**src/rtl/avalon_led_sequencer.sv**
```systemverilog
// Avalon-MM LED owner: LEDs driven either by software (SWDATA) or by a prescaled
// pattern sequencer (rotate, bounce, blink) with button pause/single-step control.
module avalon_led_sequencer #(
  parameter int LED_W     = 8,
  parameter int PRESC_W   = 24,
  parameter int PRESC_RST = 5_000_000
) (
  input  logic              clk,
  input  logic              reset,
  input  logic [1:0]        avs_address,
  input  logic              avs_read,
  input  logic              avs_write,
  input  logic [31:0]       avs_writedata,
  output logic [31:0]       avs_readdata,
  input  logic [3:0]        buttons_n,
  input  logic [3:0]        dipsw,
  output logic [LED_W-1:0]  leds
);

  // Avalon handshake: fixed timing, no waitrequest. A write lands on the clock edge
  // where avs_write is sampled; a read is sampled likewise and avs_readdata holds the
  // selected register exactly one cycle later (readLatency=1) and keeps it until the next read.

  localparam logic [1:0] ADDR_CTRL   = 2'd0;
  localparam logic [1:0] ADDR_SWDATA = 2'd1;
  localparam logic [1:0] ADDR_PRESC  = 2'd2;
  localparam logic [1:0] ADDR_STATUS = 2'd3;

  localparam logic [1:0] MODE_SW     = 2'd0;
  localparam logic [1:0] MODE_ROTATE = 2'd1;
  localparam logic [1:0] MODE_BOUNCE = 2'd2;
  localparam logic [1:0] MODE_BLINK  = 2'd3;

  typedef enum logic [1:0] {
    ST_IDLE  = 2'd0,
    ST_RUN   = 2'd1,
    ST_PAUSE = 2'd2
  } state_t;

  state_t             state, state_d;

  logic               ctrl_en;
  logic [1:0]         ctrl_mode;
  logic               ctrl_dip_sel;
  logic [LED_W-1:0]   swdata;
  logic [PRESC_W-1:0] presc;

  logic [PRESC_W-1:0] cnt, cnt_d, presc_last;
  logic [LED_W-1:0]   led_q, led_d, seed, step_led;
  logic               dir, dir_d, step_dir;
  logic               evt, evt_set;
  logic               tick, do_step;

  logic [3:0]         btn_s1, btn_s2, btn_prev, btn_sync, btn_press;
  logic [3:0]         dip_s1, dip_s2;
  logic [1:0]         eff_mode, eff_mode_q;
  logic               mode_chg;

  logic               wr_ctrl, wr_swdata, wr_presc, wr_status;
  logic [31:0]        rd_mux;

  logic               unused_bits;
  assign unused_bits = &{1'b0, avs_writedata, dip_s2[3:2]};

  assign wr_ctrl   = avs_write && (avs_address == ADDR_CTRL);
  assign wr_swdata = avs_write && (avs_address == ADDR_SWDATA);
  assign wr_presc  = avs_write && (avs_address == ADDR_PRESC);
  assign wr_status = avs_write && (avs_address == ADDR_STATUS);

  // Buttons and switches come straight off the board pins.
  always_ff @(posedge clk or posedge reset) begin
    if (reset) begin
      btn_s1   <= 4'hF;
      btn_s2   <= 4'hF;
      btn_prev <= 4'h0;
      dip_s1   <= 4'h0;
      dip_s2   <= 4'h0;
    end else begin
      btn_s1   <= buttons_n;
      btn_s2   <= btn_s1;
      btn_prev <= btn_sync;
      dip_s1   <= dipsw;
      dip_s2   <= dip_s1;
    end
  end

  assign btn_sync  = ~btn_s2;
  assign btn_press = btn_sync & ~btn_prev;

  assign eff_mode = ctrl_dip_sel ? dip_s2[1:0] : ctrl_mode;
  assign mode_chg = (eff_mode != eff_mode_q);

  // Period P = max(PRESC,1): a zero period behaves like one step per clock.
  assign presc_last = (presc == '0) ? '0 : presc - PRESC_W'(1);
  assign tick       = (state == ST_RUN) && (cnt == presc_last);
  assign do_step    = tick || ((state == ST_PAUSE) && btn_press[1] && !btn_press[0]);

  // Rotate/bounce need a lit bit to move, so a blank seed becomes bit 0.
  always_comb begin
    seed = swdata;
    if ((swdata == '0) && ((eff_mode == MODE_ROTATE) || (eff_mode == MODE_BOUNCE)))
      seed = LED_W'(1);
  end

  always_comb begin
    step_led = led_q;
    step_dir = dir;
    case (eff_mode)
      MODE_ROTATE: step_led = {led_q[LED_W-2:0], led_q[LED_W-1]};
      MODE_BOUNCE: begin
        if (led_q == '0) begin
          step_led = LED_W'(1);
          step_dir = 1'b0;
        end else if (!dir) begin
          step_led = led_q << 1;
          if (step_led[LED_W-1]) step_dir = 1'b1;
        end else begin
          step_led = led_q >> 1;
          if (step_led[0]) step_dir = 1'b0;
        end
      end
      MODE_BLINK:  step_led = (led_q == '0) ? swdata : '0;
      default:     step_led = led_q;
    endcase
  end

  always_comb begin
    state_d = state;
    if (!ctrl_en) begin
      state_d = ST_IDLE;
    end else begin
      case (state)
        ST_IDLE:  state_d = ST_RUN;
        ST_RUN:   if (btn_press[0]) state_d = ST_PAUSE;
        ST_PAUSE: if (btn_press[0]) state_d = ST_RUN;
        default:  state_d = ST_IDLE;
      endcase
    end
  end

  always_comb begin
    led_d   = led_q;
    dir_d   = dir;
    cnt_d   = cnt;
    evt_set = 1'b0;
    if (state == ST_IDLE) begin
      led_d = ctrl_en ? seed : '0;
      dir_d = 1'b0;
      cnt_d = '0;
    end else if (!ctrl_en) begin
      led_d = '0;
      dir_d = 1'b0;
      cnt_d = '0;
    end else begin
      if (state == ST_RUN)
        cnt_d = tick ? '0 : cnt + PRESC_W'(1);
      // Reseeding on a mode change overrides any step due in the same cycle.
      if (mode_chg) begin
        led_d = seed;
        dir_d = 1'b0;
        cnt_d = '0;
      end else if (eff_mode == MODE_SW) begin
        led_d = swdata;
      end else if (do_step) begin
        led_d   = step_led;
        dir_d   = step_dir;
        evt_set = 1'b1;
      end
      if (wr_presc) cnt_d = '0;
    end
  end

  always_ff @(posedge clk or posedge reset) begin
    if (reset) state <= ST_IDLE;
    else       state <= state_d;
  end

  always_ff @(posedge clk or posedge reset) begin
    if (reset) begin
      led_q      <= '0;
      dir        <= 1'b0;
      cnt        <= '0;
      evt        <= 1'b0;
      eff_mode_q <= MODE_SW;
    end else begin
      led_q      <= led_d;
      dir        <= dir_d;
      cnt        <= cnt_d;
      eff_mode_q <= eff_mode;
      // A step in the same cycle as a write-1-clear keeps the flag set.
      if (evt_set)                          evt <= 1'b1;
      else if (wr_status && avs_writedata[16]) evt <= 1'b0;
    end
  end

  always_ff @(posedge clk or posedge reset) begin
    if (reset) begin
      ctrl_en      <= 1'b0;
      ctrl_mode    <= MODE_SW;
      ctrl_dip_sel <= 1'b0;
      swdata       <= '0;
      presc        <= PRESC_W'(PRESC_RST);
    end else begin
      if (wr_ctrl) begin
        ctrl_en      <= avs_writedata[0];
        ctrl_mode    <= avs_writedata[2:1];
        ctrl_dip_sel <= avs_writedata[3];
      end
      if (wr_swdata) swdata <= avs_writedata[LED_W-1:0];
      if (wr_presc)  presc  <= avs_writedata[PRESC_W-1:0];
    end
  end

  // STATUS packs leds into the low byte; LED_W is expected to be at most 8.
  always_comb begin
    rd_mux = '0;
    case (avs_address)
      ADDR_CTRL:   rd_mux[3:0] = {ctrl_dip_sel, ctrl_mode, ctrl_en};
      ADDR_SWDATA: rd_mux[LED_W-1:0] = swdata;
      ADDR_PRESC:  rd_mux[PRESC_W-1:0] = presc;
      default: begin
        rd_mux[LED_W-1:0] = led_q;
        rd_mux[8]         = dir;
        rd_mux[12:9]      = btn_sync;
        rd_mux[14:13]     = state;
        rd_mux[16]        = evt;
      end
    endcase
  end

  always_ff @(posedge clk or posedge reset) begin
    if (reset)         avs_readdata <= '0;
    else if (avs_read) avs_readdata <= rd_mux;
  end

  assign leds = led_q;

endmodule

```
**config.mk**
```make
export PLATFORM = sky130hd
export DESIGN_NAME = avalon_led_sequencer
export DESIGN_NICKNAME = d
export VERILOG_FILES = /design/src/rtl/avalon_led_sequencer.sv
export SDC_FILE = /design/constraint.sdc
export NUM_CORES = 1
export LEC_CHECK = 0
export CAP_MARGIN = 0
export CORE_AREA = 3 3 130 132
export DETAILED_ROUTE_END_ITERATION = 8
export DIE_AREA = 0 0 133 135
export GPL_ROUTABILITY_DRIVEN = 0
export PLACE_DENSITY_LB_ADDON = 0.15
export SLEW_MARGIN = 10
export SYNTH_ARGS = -nofsm -noshare
export SYNTH_HDL_FRONTEND = slang
export SYNTH_SLANG_ARGS = --single-unit
```
**constraint.sdc**
```tcl
create_clock -name clk -period 3.6 [get_ports clk]
set_input_delay 0.9 -clock clk [delete_from_list [all_inputs] [get_ports clk]]
set_output_delay 0.9 -clock clk [all_outputs]
set_load 0.02 [all_outputs]
```
# Yosys cells after proc, flatten, opt, wreduce, memory -nomap -nowiden
# Index checks and enable logic that the tools add are counted.
[word_totals]
wordCells = 109
output_inout_bits = 40
reg_bits = 112
[op_classes]
bitwise_logic = 3
addsub = 2
n_reduce_logical = 23
muxes = 46
n_eq_ne = 18
[ops]
columns = ["cell", "n"]
rows = [
  ["$mux 24", 7],
  ["$mux 8", 10],
  ["$add 24x1->24 const B", 1],
  ["$eq 24x24->1", 1],
  ["$logic_not 24->1", 1],
  ["$pmux 4 s3", 2],
  ["$pmux 8 s3", 1],
  ["$sub 24x1->24 const B", 1],
  ["$mux 1", 18],
  ["$logic_not 8->1", 2],
  ["$pmux 7 s2", 1],
  ["$eq 2x2->1 const B", 5],
  ["$ne 5x1->1 const B", 2],
  ["$logic_and 1x1->1", 9],
  ["$mux 2", 4],
  ["$ne 4x1->1 const B", 2],
  ["$mux 7", 1],
  ["$ne 7x1->1 const B", 1],
  ["$eq 2x1->1 const B", 3],
  ["$logic_not 2->1", 3],
  ["$ne 3x3->1 const B", 2],
  ["$pmux 2 s3", 1],
  ["$ne 4x4->1 const B", 1],
  ["$not 4->4", 1],
  ["other kinds (10)", 12],
]

# Depth between registers and ports, before layout
# Gate-level depths: netlist of run 1.
[depth]
word_depth = 11
mapped_depth = 15

# Least setup slack after synthesis of run 1
# OpenSTA, ideal clock, no wires.
[synth_path]
kind = "reg2reg"
startpoint = "register presc[0]"
endpoint = "register led_q[1], in the netlist leds[1]"
arrival_time_ps = 3599
stages_incl_launch_ff = 14
t_required_ps = 3475
setup_ps = 125
slack_ps = -124
cell_sequence = "dfrtp_1 > buf_2 > inv_1 > ha_1 > nor3b_1 > nand4_1 > nor3_1 > a221oi_1 > a311oi_1 > o211ai_1 > nor4_4 > a21oi_2 > o21ai_4 > mux2_2"
[synth_via]
elab_chain_len = 7
[synth_lines]
columns = ["element", "line_no", "source"]
rows = [
  ["start, declared", "46", "logic [PRESC_W-1:0] presc;"],
  ["start signal, assigned", "202", "presc <= PRESC_W'(PRESC_RST);"],
  ["start signal, assigned", "210", "if (wr_presc) presc <= avs_writedata[PRESC_W-1:0];"],
  ["$sub 24x1->24 / $logic_not 24->1 (equally long branches)", "94", "assign presc_last = (presc == '0) ? '0 : presc - PRESC_W'(1);"],
  ["$mux 24 *", "94", ""],
  ["$eq 24x24->1 *", "95", "assign tick = (state == ST_RUN) && (cnt == presc_last);"],
  ["$logic_and 1x1->1 *", "95", ""],
  ["$logic_or 1x1->1 *", "96", "assign do_step = tick || ((state == ST_PAUSE) && btn_press[1] && !btn_press[0]);"],
  ["$ne 5x1->1 (no source line) *", "n/a", ""],
  ["$reduce_and 2->1 (no source line) *", "n/a", ""],
  ["end signal, assigned", "186", "led_q <= led_d;"],
  ["end, declared", "49", "logic [LED_W-1:0] led_q, led_d, seed, step_led;"],
]
# Every way passes the cells marked *; elsewhere a longest branch is shown, timed or not.
# A chain may end at the register's enable or synchronous reset.

# Worst setup path after layout of run 1
# Same ends and word-level chain as after synthesis.

==> results of run 1 <==
[how the worst max path moves through the flow]
stage                     startpoint       to  slack (ns)  cells after the start
after floorplan             presc[0]  leds[1]        0.05                     12
after global placement      presc[0]  leds[5]       -0.05                     12
after CTS                   presc[1]  leds[7]       -0.01                     13
after detailed placement    presc[0]  leds[5]       -0.07                     12
after global routing        presc[1]  leds[4]       -0.17                     12
final                       presc[0]  leds[1]       -0.03                     14
[through the flow]
| stage | worst slack [ns] | utilization, % |
|---|---|---|
| after global routing | -0.170 | 50.7 |
| after CTS | -0.0135 | 49.8 |
| final | -0.0267 | 50.7 |
| after floorplan | 0.0529 | - |
| after detailed placement | -0.0681 | 46.8 |
| after global placement | -0.0484 | 46.8 |
[worst register-to-register path, delay by kind of cell (launching register included)]
kind / cells / cell delay [ns]
flops: 1 / 0.41
simple gates: 3 / 1.24
buf+inv: 3 / 0.42
compound gates: 5 / 0.87
fa+ha+maj: 1 / 0.14
mux: 2 / 0.43
[final cells by class]
cell class,instances,area share (%)
clock buffers,10,2.98
well taps,216,3.37
repair buffers,128,14.4
inverters,33,1.59
clock inverters,6,1.20
multi-input cells,452,41.2
flip-flops and latches,112,35.2
[layer usage]
layer / up-vias / routed length, µm / GRT usage (%)
li1: 2503 / - / -
met2: 151 / 8430 / 32.5
met5: - / 0 / 0
met1: 2687 / 8050 / 26.9
met4: 0 / 213 / 5.14
met3: 22 / 839 / 4.32
[layout by cell type (no fill, tap or decap), types with 17 or more instances in the layout]
master           count
nand3_1             25
mux2_2              44
mux2i_1             17
a21oi_1             24
nor2_1              35
dfrtp_1             94
buf_4               56
inv_1               30
nand2_1             35
o21ai_0             32
nor3_1              17
clkdlybuf4s50_1     67
[sequential cells by signal (all words and copies together), names as in the netlist, 4 cells and up]
register / count
presc: 24
avs_readdata: 24
leds: 8
cnt: 24
btn_s2: 4
btn_s1: 4
swdata: 8
[power breakdown]
group          internal, mW  switching, mW  total (mW)
Sequential             1.43          0.203        1.64
Clock                 0.641          0.487        1.13
Combinational         0.569          0.569        1.14
Total                  2.64           1.26        3.90
[timing repair]
| action | 4_1_cts | 5_1_grt |
|---|---|---|
| pin swaps | 11 | 10 |
| resized for setup | 14 | 18 |
| cloned | 1 | 0 |
| endpoints found under the setup margin | 8 | 33 |
| setup buffers | 8 | 11 |
[cells by family after synthesis]
group / after synthesis / share of synthesized area, %
adders and majority gates: 5 / 0.994
other: 1 / 0.0596
buffers and inverters: 75 / 5.01
xor gates and xnor gates: 27 / 3.98
DFF: 112 / 44.9
muxes: 70 / 12.9
AOI/OAI and AO/OA: 133 / 13.8
and+or+nand+nor: 209 / 18.4
==> impl_metrics.yaml, run 1 <==
outcome:
  status: "complete, but fails checks"
  violations: "setup timing"
clock_tree:
  hold_buffers: 0
  numCtsBuffers: 9
  clk_latency_ns: 0.36
  cts.sinks: 112
  cts_max_level: 3
  clockBufferDepth: 2
  cts_root_buffer: "clkbuf_16"
  cts_tree: "yes"
  path_clk_slew_ns: 0.08
die:
  die-area_mm2: 0.0180
  die_width_um: 133
  die_y_um: 135
  initial_core_util_pct: 39.7
  fp-row-count: 46
  fp.coreArea_mm2: 0.0158
  io_pins: 86
sta:
  slew_viol_final: 0
  fmax_ghz: 0.276
  finalHoldViolCount: 0
  max_slew_margin_pct: 52.9
  fin_skew_ns: 0.00923
  period_share_pct: 101
  setup_viol: 5
  setup_tns_ns: -0.119
  worst_slack_ns: -0.0267
  whs_ns: 0.352
  period_minus_slack_ns: 3.63
  grt_setup_unrepaired: "true"
  worst_slew_pin_slew_ns: 0.705
logic_synthesis:
  avgSynthCellArea_um2: 9.95
  ys_async_sr_fraction_pct: 100
  synth_largest_area_cell: "dfrtp_1"
  ys_warn_count: 0
  synth_flop_cell: "dfrtp_1"
  seq_area_frac_synth_pct: 44.9
  syn_inst: 632
  synth-edff-count: 0
  synth.distinct_cells: 67
  ys_top_cells_by_count: "dfrtp_1, mux2_2, nor2_1, nand2_1, o21ai_0"
  syn_area_mm2: 0.00629
  ys_ff_latch: 112
  synthTopCellsByArea: "dfrtp_1, mux2_2, dfstp_2, o21ai_0, mux2i_1"
  post-synth-top-area-fraction_pct: 38.2
  synth.most_common_cell: "dfrtp_1"
setup_path:
  critPathMaxStageDelay_ns: 0.53
  crit_arrival_ns: 3.88
  r2r-start: "presc[0]"
  cp_max_fo: 7
  reg2reg_depth: 14
  cp_cell_sequence: "inv_2 -> ha_4 -> or3b_4 -> or4_4 -> o31ai_2 -> mux2i_1 -> a311oi_2 -> o211ai_1 -> nor4_4 -> buf_4 -> a21oi_4 -> o21ai_4 -> buf_12 -> mux2_4"
  crit_buf_inv: 3
  cpMaxStageDelayCell: "or4_4"
  crit_type: "register to register"
  worstPathRequired_ns: 3.85
  r2r_setup_slack_ns: -0.03
  start_kind: "register"
  crit_path_end_kind: "register"
  cp_top_family: "simple AND/OR/NAND/NOR gates"
  r2r-end: "leds[1]"
power:
  power.density_mw_per_mm2: 486
  vdd_drop_max_mv: 0.331
  total_power_mw: 3.90
  leakagePower_nw: 3.32
routing:
  wl_per_cell_um: 18.3
  via_per_inst: 5.60
  routed_wl_mm: 17.5
  drtIter0Drc: 373
  drtPass1Iterations: 5
  vias: 5363
  antenna_left: 0
  drc: 0
global_routing:
  track_usage_pct: 19.9
  grt_max_degree: 113
  antenna_found_initial: 0
  grt-ovfl-total: 0
  grt_pass1_wl_mm: 28.5
  grt_pass1_vias: 5364
worst_hold_path:
  hold_class: "register to register"
  hp-start: "dip_s1[1]"
  holdPathStages: 0
  hold_path_end: "dip_s2[1]"
final_layout:
  nNetsFinal: 787
  syn_to_final_growth_pct: 27.5
  drive_gt1_share_pct: 23.8
  regArea_mm2: 0.00283
  multi_input_area_mm2: 0.00330
  antenna_cells: 0
  final_area_mm2: 0.00802
  layout.cells.non_filler: 957
  nFillCells: 1446
place:
  placed_cells: 921
  dpl.hpwl_mm: 12.5
  placedInstanceArea_mm2: 0.00740
  port_buffers: 67
flow_run:
  drv_cap: 0
No activity file was read; power rests on OpenSTA's default activity.
==> run 2: changes to the inputs <==
--- a/config.mk
+++ b/config.mk
@@ -5,7 +5,7 @@
 export SDC_FILE = /design/constraint.sdc
 export NUM_CORES = 1
 export LEC_CHECK = 0
-export CAP_MARGIN = 0
+export CAP_MARGIN = 20
 export CORE_AREA = 3 3 130 132
 export DETAILED_ROUTE_END_ITERATION = 8
 export DIE_AREA = 0 0 133 135
==> results of run 2 <==
Same layout as run 1: the final DEF is identical, and so are final timing and power.
==> run 3: changes to the inputs <==
--- a/config.mk
+++ b/config.mk
@@ -11,6 +11,7 @@
 export DIE_AREA = 0 0 133 135
 export GPL_ROUTABILITY_DRIVEN = 0
 export PLACE_DENSITY_LB_ADDON = 0.15
+export SKIP_LAST_GASP = 1
 export SLEW_MARGIN = 10
 export SYNTH_ARGS = -nofsm -noshare
 export SYNTH_HDL_FRONTEND = slang
==> results of run 3 <==
Same layout as run 1: the final DEF is identical, and so are final timing and power.
